<file path="config.mk">
export PLATFORM = sky130hd
export DESIGN_NAME = ucomb_cfg_seq
export DESIGN_NICKNAME = d
export VERILOG_FILES = /design/src/rtl/ucomb_cfg_seq.sv
export SDC_FILE = /design/constraint.sdc
export NUM_CORES = 1
export LEC_CHECK = 0
export ABC_AREA = 1
export CAP_MARGIN = 0
export CORE_UTILIZATION = 34
export DETAILED_ROUTE_END_ITERATION = 16
export HOLD_SLACK_MARGIN = 0.1
export PLACE_DENSITY_LB_ADDON = 0.25
export SYNTH_ARGS = -nofsm -noshare
export SYNTH_HDL_FRONTEND = slang
export SYNTH_SLANG_ARGS = --single-unit
</file>
<file path="constraint.sdc">
create_clock -name clk -period 2.3 [get_ports clk]
set_input_delay 0.345 -clock clk [delete_from_list [all_inputs] [get_ports clk]]
set_output_delay 0.345 -clock clk [all_outputs]
set_load 0.02 [all_outputs]
</file>
<file path="src/rtl/ucomb_cfg_seq.sv">
// ucomb_cfg_seq
// Sequencer that turns one (sel, func) configuration request into a packed
// wiring map for a universal gate. The sequencer walks pins 0..N-1 through an
// external ucomb wiring-lookup instance, one pin per cycle. Each one-hot wpin
// result becomes a 3-bit slot code. The finished map and an error flag are
// returned over a valid/ready handshake.
//
// Optional build macro: UCOMB_SEQ_ABORT_EN
//   Defined   - the scan stops at the first invalid wpin and the response is
//               produced immediately.
//   Undefined - all N pins are always scanned, so latency is fixed at N.
module ucomb_cfg_seq #(
  parameter int         SLOTS    = 10,
  parameter logic [2:0] BAD_CODE = 3'b111
) (
  input  logic               clk,
  input  logic               rst,
  input  logic               req_valid,
  output logic               req_ready,
  input  logic [1:0]         req_sel,
  input  logic [15:0]        req_func,
  output logic [1:0]         comb_sel,
  output logic [15:0]        comb_func,
  output logic [3:0]         comb_pin,
  input  logic [5:0]         comb_wpin,
  output logic               resp_valid,
  input  logic               resp_ready,
  output logic [3*SLOTS-1:0] resp_cfg,
  output logic               resp_err,
  output logic               busy
);

  typedef enum logic [1:0] {
    IDLE = 2'd0,
    SCAN = 2'd1,
    DONE = 2'd2
  } state_t;

  state_t             r_state;
  logic [1:0]         r_sel;
  logic [15:0]        r_func;
  logic [3:0]         r_pin;
  logic [3*SLOTS-1:0] r_cfg;
  logic               r_err;

  logic [3:0]         w_last;
  logic               w_valid;
  logic [2:0]         w_code;

  // Last pin index (N-1) for the latched gate type
  always_comb begin
    // NOTE: give every always_comb output a default before any branch, so that no path can leave it unassigned and infer a latch.
    w_last = 4'd3;
    case (r_sel)
      2'b00:   w_last = 4'd3;  // u21: 4 pins
      2'b01:   w_last = 4'd5;  // u31: 6 pins
      2'b10:   w_last = 4'd9;  // u41: 10 pins
      default: w_last = 4'd5;  // u22: 6 pins
    endcase
  end

  // Encode the lookup result; a zero or multi-bit wpin maps to BAD_CODE
  always_comb begin
    w_code  = BAD_CODE;
    w_valid = (comb_wpin != 6'd0) && ((comb_wpin & (comb_wpin - 6'd1)) == 6'd0);
    if (w_valid) begin
      for (int j = 0; j < 6; j++) begin
        if (comb_wpin[j]) w_code = 3'(j);
      end
    end
  end

  // Sequencer: accept a request, scan the pins, then hold the map until it is taken
  always_ff @(posedge clk) begin
    if (rst) begin
      // NOTE: sequential state is written with non-blocking assignments, so every register samples its pre-edge values.
      r_state <= IDLE;
      r_sel   <= 2'd0;
      r_func  <= 16'd0;
      r_pin   <= 4'd0;
      r_cfg   <= {SLOTS{BAD_CODE}};
      r_err   <= 1'b0;
    end else begin
      case (r_state)
        IDLE: begin
          if (req_valid) begin
            r_sel   <= req_sel;
            r_func  <= req_func;
            r_pin   <= 4'd0;
            r_cfg   <= {SLOTS{BAD_CODE}};
            r_err   <= 1'b0;
            r_state <= SCAN;
          end
        end
        SCAN: begin
          r_cfg[3*r_pin +: 3] <= w_code;
          if (!w_valid) r_err <= 1'b1;
`ifdef UCOMB_SEQ_ABORT_EN
          if (!w_valid || (r_pin == w_last)) begin
            r_state <= DONE;
          end else begin
            r_pin <= r_pin + 4'd1;
          end
`else
          if (r_pin == w_last) begin
            r_state <= DONE;
          end else begin
            r_pin <= r_pin + 4'd1;
          end
`endif
        end
        DONE: begin
          if (resp_ready) r_state <= IDLE;
        end
        default: r_state <= IDLE;
      endcase
    end
  end

  // Handshake flags are decoded from registered state only
  assign req_ready  = (r_state == IDLE);
  assign resp_valid = (r_state == DONE);
  assign busy       = (r_state != IDLE);

  assign comb_sel   = r_sel;
  assign comb_func  = r_func;
  assign comb_pin   = r_pin;
  assign resp_cfg   = r_cfg;
  assign resp_err   = r_err;

endmodule

</file>
Word-level counts from Yosys, hierarchy flattened
Cells that the tools add are included.

Input port bits: 28. RAM bits: 0. Flip-flop bits (word level): 55. Bits in read-only memories: 0. Output and inout bits: 56. Memories kept: 0. Latch bits: 0. Logic and storage cells: 55.

Add/subtract/negate cells: 3. Bitwise gates (word level): 1. Multipliers: 1. Mux-type cells: 21. Div/mod/pow operators: 0. Reduce and logical (&&, ||, !) cells: 12. Equal/unequal tests: 9. Shift-type cells: 2. Order comparisons: 0.

Operator list (number): $pmux W30 S2 (1); $neg A6 Y34 (1); $shift A3 B34 Y30 const A (1); $shiftx A3 B34 Y30 (1); $bwmux W30 (1); $mux W30 (1); $mux W3 (7); $pmux W4 S2 (2); $reduce_and A3 Y1 (3); $mux W4 (2); $ne A2 B2 Y1 const B (4); $and A6 B6 Y6 (1); $logic_not A6 Y1 (1); $mul A2 B4 Y6 const A (1); $mux W2 (3); $pmux W2 S3 (1); $reduce_bool A6 Y1 (1); $sub A6 B1 Y6 const B (1); $add A4 B1 Y4 const B (1); $eq A2 B2 Y1 const B (2); $eq A4 B4 Y1 (1); $logic_not A2 Y1 (2); $reduce_and A2 Y1 (2); $reduce_bool A2 Y1 (2); 5 further kinds (6).

Longest topological paths before layout
Gate-level depths: netlist of the first run.

Depth after elaboration: 10. Mapped depth: 11. Gate-level depth less buffers: 11.

Worst setup path before layout of the first run
No wires, ideal clock.

Path kind: flip-flop to flip-flop. Start: register r_pin[0], in the netlist comb_pin[0]. End: register r_cfg[21], in the netlist resp_cfg[21]. Buffers on the path: 0. Cell stages (with the launch flop): 10. Arrival time: 1.698 ns. Library setup time: 0.119 ns. Data required time: 2.181 ns. Setup slack: 0.482 ns. Clock period less this slack: 1.818 ns. Cell sequence: dfxtp_1 -> inv_1 -> ha_1 -> inv_1 -> nand2_2 -> a21oi_4 -> nand3_2 -> nand2_1 -> nand2_1 -> o21bai_1.

Word-level cells in the longest chain between the ends: 5. Elaborated cells on any way between the ends: 6. Classes of those cells: 1 x add/sub; 1 x mul; 2 x shift; 2 x mux.

RTL lines: from (decl) (line 42) `logic [3:0] r_pin;`; from (signal assigned) (line 108) `r_pin <= r_pin + 4'd1;`; $mul A2 B4 Y6 * (line 96) `r_cfg[3*r_pin +: 3] <= w_code;`; $neg A6 Y34 * (line 96); $shiftx A3 B34 Y30 or $shift A3 B34 Y30 (tied branches) (line 96); $bwmux W30 * (line 96); $pmux W30 S2 * (line 84) `case (r_state)`; to (signal assigned) (line 81) `r_cfg <= {SLOTS{BAD_CODE}};`; to (signal assigned) (line 90) `r_cfg <= {SLOTS{BAD_CODE}};`; to (signal, indexed assignment) (line 96); to (decl) (line 43) `logic [3*SLOTS-1:0] r_cfg;`.

Every way passes the cells marked *; elsewhere a longest branch is shown, timed or not. A chain may end at the register's enable or synchronous reset.

Worst setup path in the final report of the first run
Start: register r_pin[2], in the netlist comb_pin[2]. End: output port comb_pin[2].

RTL lines: to (decl) (line 24) `output logic [3:0] comb_pin,`.

No word-level cell between the ends.

==> results of run 1 <==
state kept, by name (all words and copies together) (netlist names):
signal     count
comb_func     16
comb_sel       2
comb_pin       4
resp_err       1
resp_cfg      30
r_state        2
final cells by class:
type | instances | area [um2] | share of cell area, %
tap | 99 | 124 | 3.42
sequential | 55 | 1100 | 30.4
clock buffer | 7 | 76.3 | 2.11
inverter | 29 | 114 | 3.15
multi-input combinational | 246 | 1340 | 36.9
clock inverter | 1 | 5.00 | 0.138
timing repair buffer | 87 | 861 | 23.8
cells in the final DEF, fill, tap and decap left out, types with 4 or more instances in the layout:
| master | Yosys | layout |
|---|---|---|
| clkdlybuf4s50_1 | 0 | 83 |
| nor2_1 | 50 | 50 |
| nand3_1 | 20 | 20 |
| nor2_2 | 4 | 4 |
| ha_1 | 4 | 4 |
| nand2_4 | 6 | 6 |
| inv_2 | 7 | 7 |
| inv_1 | 21 | 21 |
| nand4_1 | 6 | 6 |
| o21bai_1 | 10 | 10 |
| dfxtp_1 | 55 | 55 |
| o21ai_0 | 24 | 24 |
| buf_4 | 2 | 4 |
| nand3_2 | 5 | 5 |
| a21oi_1 | 22 | 22 |
| nand2_1 | 77 | 77 |
| clkbuf_8 | 0 | 5 |
logic make-up after synthesis:
group	Yosys count
AND/OR/NAND/NOR	181
AO/OA/AOI/OAI	59
flip-flops	55
buffers and inverters	40
adder cells (fa/ha/maj)	4
XOR/XNOR	2
where the power goes:
part | leakage, nW | total [mW] | internal (mW) | switching (mW)
logic | 1.07 | 0.547 | 0.223 | 0.324
clock network | 0.0422 | 0.515 | 0.215 | 0.300
registers | 0.450 | 1.04 | 1.01 | 0.0318
tightest hold or removal path, stage by stage, from the launching register on:
cell	delay (ps)
dfxtp_1	320
nand2_1	60
nand2_1	50
per-stage QoR:
step / total power, mW / cells / utilization (%) / cell area [um2] / worst slack, ps
after floorplan: 1.40 / 341 / - / 2630 / 482
after global placement: 1.61 / 516 / 48.0 / 3540 / 385
after detailed placement: 1.61 / 516 / 48.0 / 3540 / 322
after CTS: 2.13 / 524 / 49.1 / 3620 / 369
after global routing: 2.23 / 524 / 49.1 / 3620 / 222
final: 2.10 / 524 / 49.1 / 3620 / 398
how the worst min path moves through the flow:
stage | to | slack [ps]
6_report | resp_cfg[26] | 470
5_1_grt | resp_cfg[25] | 510
4_1_cts | resp_cfg[13] | 470
3_5_place_dp | resp_cfg[13] | 450
3_3_place_gp | resp_cfg[26] | 440
2_1_floorplan | comb_func[10] | 480
routing by layer:
| metal | part of all wire, % | vias up | global-route usage [%] |
|---|---|---|---|
| met5 | 0 | - | 0 |
| met4 | 1.1 | 0 | 4.03 |
| met3 | 6.5 | 6 | 4.74 |
| met2 | 45 | 63 | 28.2 |
| met1 | 47 | 1070 | 20.9 |
| li1 | - | 1264 | - |
==> metrics, run 1 <==
Clock Skew=8.37 ps; dpl hpwl=4700 um; xor-xnor portion of the synthesized cell area=less than 1%; post-synthesis compound-gate area fraction=about an eighth; Synth Area in Adders=1.90%; share of layout cells above drive strength 1=10.6%; vias post-DR=2403; Hold Buf Count CTS=0; crit share post-route=82.7%; run status=finished clean; GRT Total Usage=16.7%; grt ovf=0; top cells by count, synth=77 x nand2_1, 55 x dfxtp_1, 50 x nor2_1, 24 x o21ai_0, 22 x a21oi_1; synthesized net count=373; Yosys top cell by area=dfxtp_1; DR WL/cell=12.0 um; worst hold start=resp_cfg[26]; part of the Yosys area used for sequential elements=41.9%; CP Buf/Inv Count=1; Post-synth EDFFs=0; final wirelength=6270 um; Seq cells post-synth=55; proportion of synthesized area in mux cells=0%; CP delay by family, top=buffers and inverters; Crit path largest cell delay=between 600 and 700 ps; Tmin final=roughly 1900 ps; reg-to-reg critical path startpoint=comb_pin[0]; Critical Path AT=1560 ps; synthesized area=0.00263 mm2; die area=slightly above 0.008 mm2; R2R Path End=resp_cfg[0]; clk slew on worst S/H paths=approximately 90 ps; Layout area overhead=37.6%; CTS resizes=0; mean post-synth cell area=7.71 um2; # nets final=456; initial antenna violation count=0; Port Buffers=83; # fillers=around 730; f_max=526 MHz; worst path cell trace=clkdlybuf4s50_1; Max clock buf depth=2; ranking of synthesized cells by area=dfxtp_1 42%, nand2_1 11%, nor2_1 7.1%, o21ai_0 4.6%, a21oi_1 4.2%; predominant post-synthesis flop cell=dfxtp_1; I/O pins=84; vias in the first global route=2425; Reg2Reg Depth=7; final hold vios=0; Max VDD drop=0.389 mV; Core Region=0.00737 mm2; Max Cap Violations=0; CTS tree=done; Worst-Skew Late Latency=300 ps; Initial DRC Count=around 110; DIE WIDTH=between 80 and 90 um; Num CTS Buffers=5; die height=about 90 um; top-count cell post-synth=nand2_1; WP data required=1960 ps; CP endpoint kind=primary output; CP startpoint=comb_pin[2]; Setup TNS Final=0 ps; PD cells=around 580 mW/mm2; WHS=467 ps; actual slew at the worst max-slew pin=493 ps; post-route ant nets=0; H-tree Lvls=2; synth warn=0; largest net degree at the start of global routing=25; Hold Path Cell Cnt=2; vias per cell=approximately 4.6; Ant. Diodes=0; Synth Area in Simple Gates=35.6%; unrepaired setup endpoints after global routing=no; first-pass GRT wire length=about 11000 um; async set or reset register ratio after synthesis=0%; synthesized instance count=341; Setup crit end=comb_pin[2]; Initial Util=35.7%; largest family of logic cells by synthesized area=simple AND/OR/NAND/NOR gates; Routability Congestion=0.744; Setup CP Type=flip-flop to primary output; TritonRoute pass-1 iters=4; Yosys top cell area share=41.9%; # DRC=0; slowest CP cell=clkdlybuf4s50_1; startpoint types=flip-flop; clock sinks=55; Slew Limit Headroom=67.1%; Lkg Pwr=roughly 1.6 nW; buffer type at the clock tree root=clkbuf_8; post-CTS setup buffers=0; critical path depth=1; final setup fails=0; setup slack, reg-to-reg=470 ps; Max FO, Critical Path=8; hold crit path type=flip-flop to flip-flop; Netlist cell types=31; row cnt=31; Max Slew Vio Count=0
(Power assumes the default switching activity.)
==> run 2: changes to the inputs <==
Clock period 2.3 ns to 1.55 ns, I/O delays scaled along.
==> run 2 against run 1 <==
Compared with the run above: flip-flop and latch count unchanged; sequential power up 48%; global-route usage down 0.26 points.
==> metrics, run 2 (synthesized netlist as in run 1, its figures left out) <==
Routability Congestion=0.797 (was 0.744); row cnt=31 (unchanged); clk slew on worst S/H paths=100 ps (was 90 ps); total power=3.43 mW (was 2.10 mW); TritonRoute pass-1 iters=4 (unchanged); I/O pins=84 (unchanged); # DRC=0 (unchanged); critical path depth=1 (unchanged); share of layout cells above drive strength 1=18.6% (was 10.6%); Crit path largest cell delay=610 ps (was 690 ps); placed instance area=0.00370 mm2 (was 0.00354 mm2); Setup TNS Final=0 ps (unchanged); CP endpoint kind=primary output (unchanged); H-tree Lvls=2 (unchanged); Num CTS Buffers=5 (unchanged); Port Buffers=83 (unchanged); Core Region=0.00737 mm2 (unchanged); Layout area overhead=50.0% (was 37.6%); post-route ant nets=0 (unchanged); f_max=between 600 and 700 MHz; clock sinks=55 (unchanged); reg-to-reg critical path startpoint=comb_pin[0] (unchanged); Ant. Diodes=0 (unchanged); run status=finished clean (unchanged); DIE WIDTH=89.9 um (unchanged); worst path cell trace=clkdlybuf4s50_1 (unchanged); Initial Util=35.7% (unchanged); Critical Path AT=1270 ps (was 1560 ps); Setup crit end=resp_cfg[3] (was comb_pin[2]); Max FO, Critical Path=2 (was 8); buffer type at the clock tree root=clkbuf_8 (unchanged); crit share post-route=97.2%; design area=0.00394 mm2 (was 0.00362 mm2); R2R Path End=resp_cfg[7] (was resp_cfg[0]); CP startpoint=resp_cfg[3] (was comb_pin[2]); final hold vios=0 (unchanged); setup slack, reg-to-reg=60 ps (was 470 ps); final core area utilization=53.5% (was 49.1%); CP delay by family, top=buffers and inverters (unchanged); Slew Limit Headroom=70.5% (was 67.1%); Hold Buf Count CTS=0 (unchanged); most frequent cells in the layout=74 x nand2_1, 64 x clkdlybuf4s50_1, 51 x dfxtp_1 (was 83 x clkdlybuf4s50_1, 77 x nand2_1, 55 x dfxtp_1); vias per cell=4.54 (was 4.59); Worst-Skew Late Latency=310 ps (was 300 ps); GRT Total Usage=16.4% (was 16.7%); CTS tree=done (unchanged); DR WL/cell=11.8 um (was 12.0 um); Setup WS post-layout=44.0 ps (was 398 ps); final wirelength=6380 um (was 6270 um); grt ovf=0 (unchanged); unrepaired setup endpoints after global routing=yes (was no); largest net degree at the start of global routing=19 (was 25); vias post-DR=2457 (was 2403); die area=0.00809 mm2 (unchanged); actual slew at the worst max-slew pin=442 ps (was 493 ps); # fillers=725 (was 734); dpl hpwl=4910 um (was 4700 um); Lkg Pwr=1.77 nW (was 1.57 nW); Clock Skew=4.84 ps (was 8.37 ps); CP Buf/Inv Count=1 (unchanged); Max VDD drop=0.622 mV (was 0.389 mV); Tmin final=1510 ps; most common cell after layout, fill and taps aside=nand2_1 (was clkdlybuf4s50_1); WP data required=1320 ps (was 1960 ps); slowest CP cell=clkdlybuf4s50_1 (unchanged); Setup WS pre-CTS=-326 ps (was 322 ps); Reg2Reg Depth=11 (was 7); Max Slew Vio Count=0 (unchanged); final setup fails=0 (unchanged); vias in the first global route=2463 (was 2425); Max clock buf depth=2 (unchanged); max reg flops=30 (unchanged); Setup CP Type=flip-flop to primary output (unchanged); first-pass GRT wire length=11000 um (was 11100 um); # nets final=473 (was 456); initial antenna violation count=0 (unchanged); startpoint types=flip-flop (unchanged); Initial DRC Count=84 (was 105); hold crit path type=flip-flop to flip-flop (unchanged); die height=89.9 um (unchanged); Max Cap Violations=0 (unchanged); PD cells=869 mW/mm2 (was 581 mW/mm2)
[run 2: cell types whose count changed in the layout (fill, tap and decap cells not counted), sizes merged]
| cell | before | now |
|---|---|---|
| clkdlybuf4s50 | 83 | 64 |
| buf | 4 | 21 |
| dlymetal6s2s | 0 | 10 |
| dlygate4sd2 | 0 | 9 |
| clkinv | 1 | 0 |
| clkinvlp | 0 | 1 |
[run 2: area by class of cell]
type,instances,area (um2),share of cell area [%]
Multi-Input combinational cell,246,1430,36.3
Sequential cell,55,1110,28.2
Timing Repair Buffer,104,1030,26.1
Tap cell,99,124,3.14
Inverter,29,121,3.08
Clock buffer,7,119,3.01
Clock inverter,1,7.51,0.190
[run 2: repair_timing]
| action | in CTS | in global routing |
|---|---|---|
| setup buffers | 0 | 1 |
| setup endpoints to repair | 9 | 39 |
| endpoints found under the hold margin | 0 | 0 |
| pin swaps | 0 | 4 |
| gates resized for setup | 10 | 33 |
[run 2: report_power, final]
| group | switching [mW] | total [mW] | internal, mW | leakage, nW |
|---|---|---|---|---|
| Combinational | 0.518 | 0.902 | 0.384 | 1.25 |
| Clock | 0.468 | 0.982 | 0.515 | 0.0607 |
| Sequential | 0.0470 | 1.54 | 1.49 | 0.453 |
[run 2: tightest hold or removal path: cells and delay by family, from the launching register on]
| kind | cells | cell delay, ps |
|---|---|---|
| and+or+nand+nor | 2 | 100 |
| DFF | 1 | 320 |
[run 2: worst min path at each step]
| stage | from | end | slack, ps | depth (start not counted) |
|---|---|---|---|---|
| floorplan | req_func[10] | comb_func[10] | 370 | 2 |
| global placement | resp_cfg[14] | resp_cfg[14] | 440 | 2 |
| detailed placement | resp_cfg[13] | resp_cfg[13] | 450 | 2 |
| CTS | req_func[0] | comb_func[0] | 460 | 3 |
| global route | resp_cfg[25] | resp_cfg[25] | 500 | 2 |
| finish | resp_cfg[26] | resp_cfg[26] | 460 | 2 |
[run 2: layer usage]
| metal | up-vias | share of wire (%) | routed length (um) | track usage (%) |
|---|---|---|---|---|
| li1 | 1301 | - | - | - |
| met1 | 1081 | 44 | 2830 | 19.5 |
| met2 | 68 | 48 | 3040 | 29.0 |
| met3 | 7 | 6.9 | 440 | 4.82 |
| met4 | 0 | 0.97 | 62 | 3.63 |
| met5 | - | 0 | 0 | 0 |
[run 2: metrics by stage]
stage	instances	hold slack, ps
6_report	541	457
3_3_place_gp	532	441
5_1_grt	541	499
3_5_place_dp	532	446
2_1_floorplan	341	367
4_1_cts	540	465
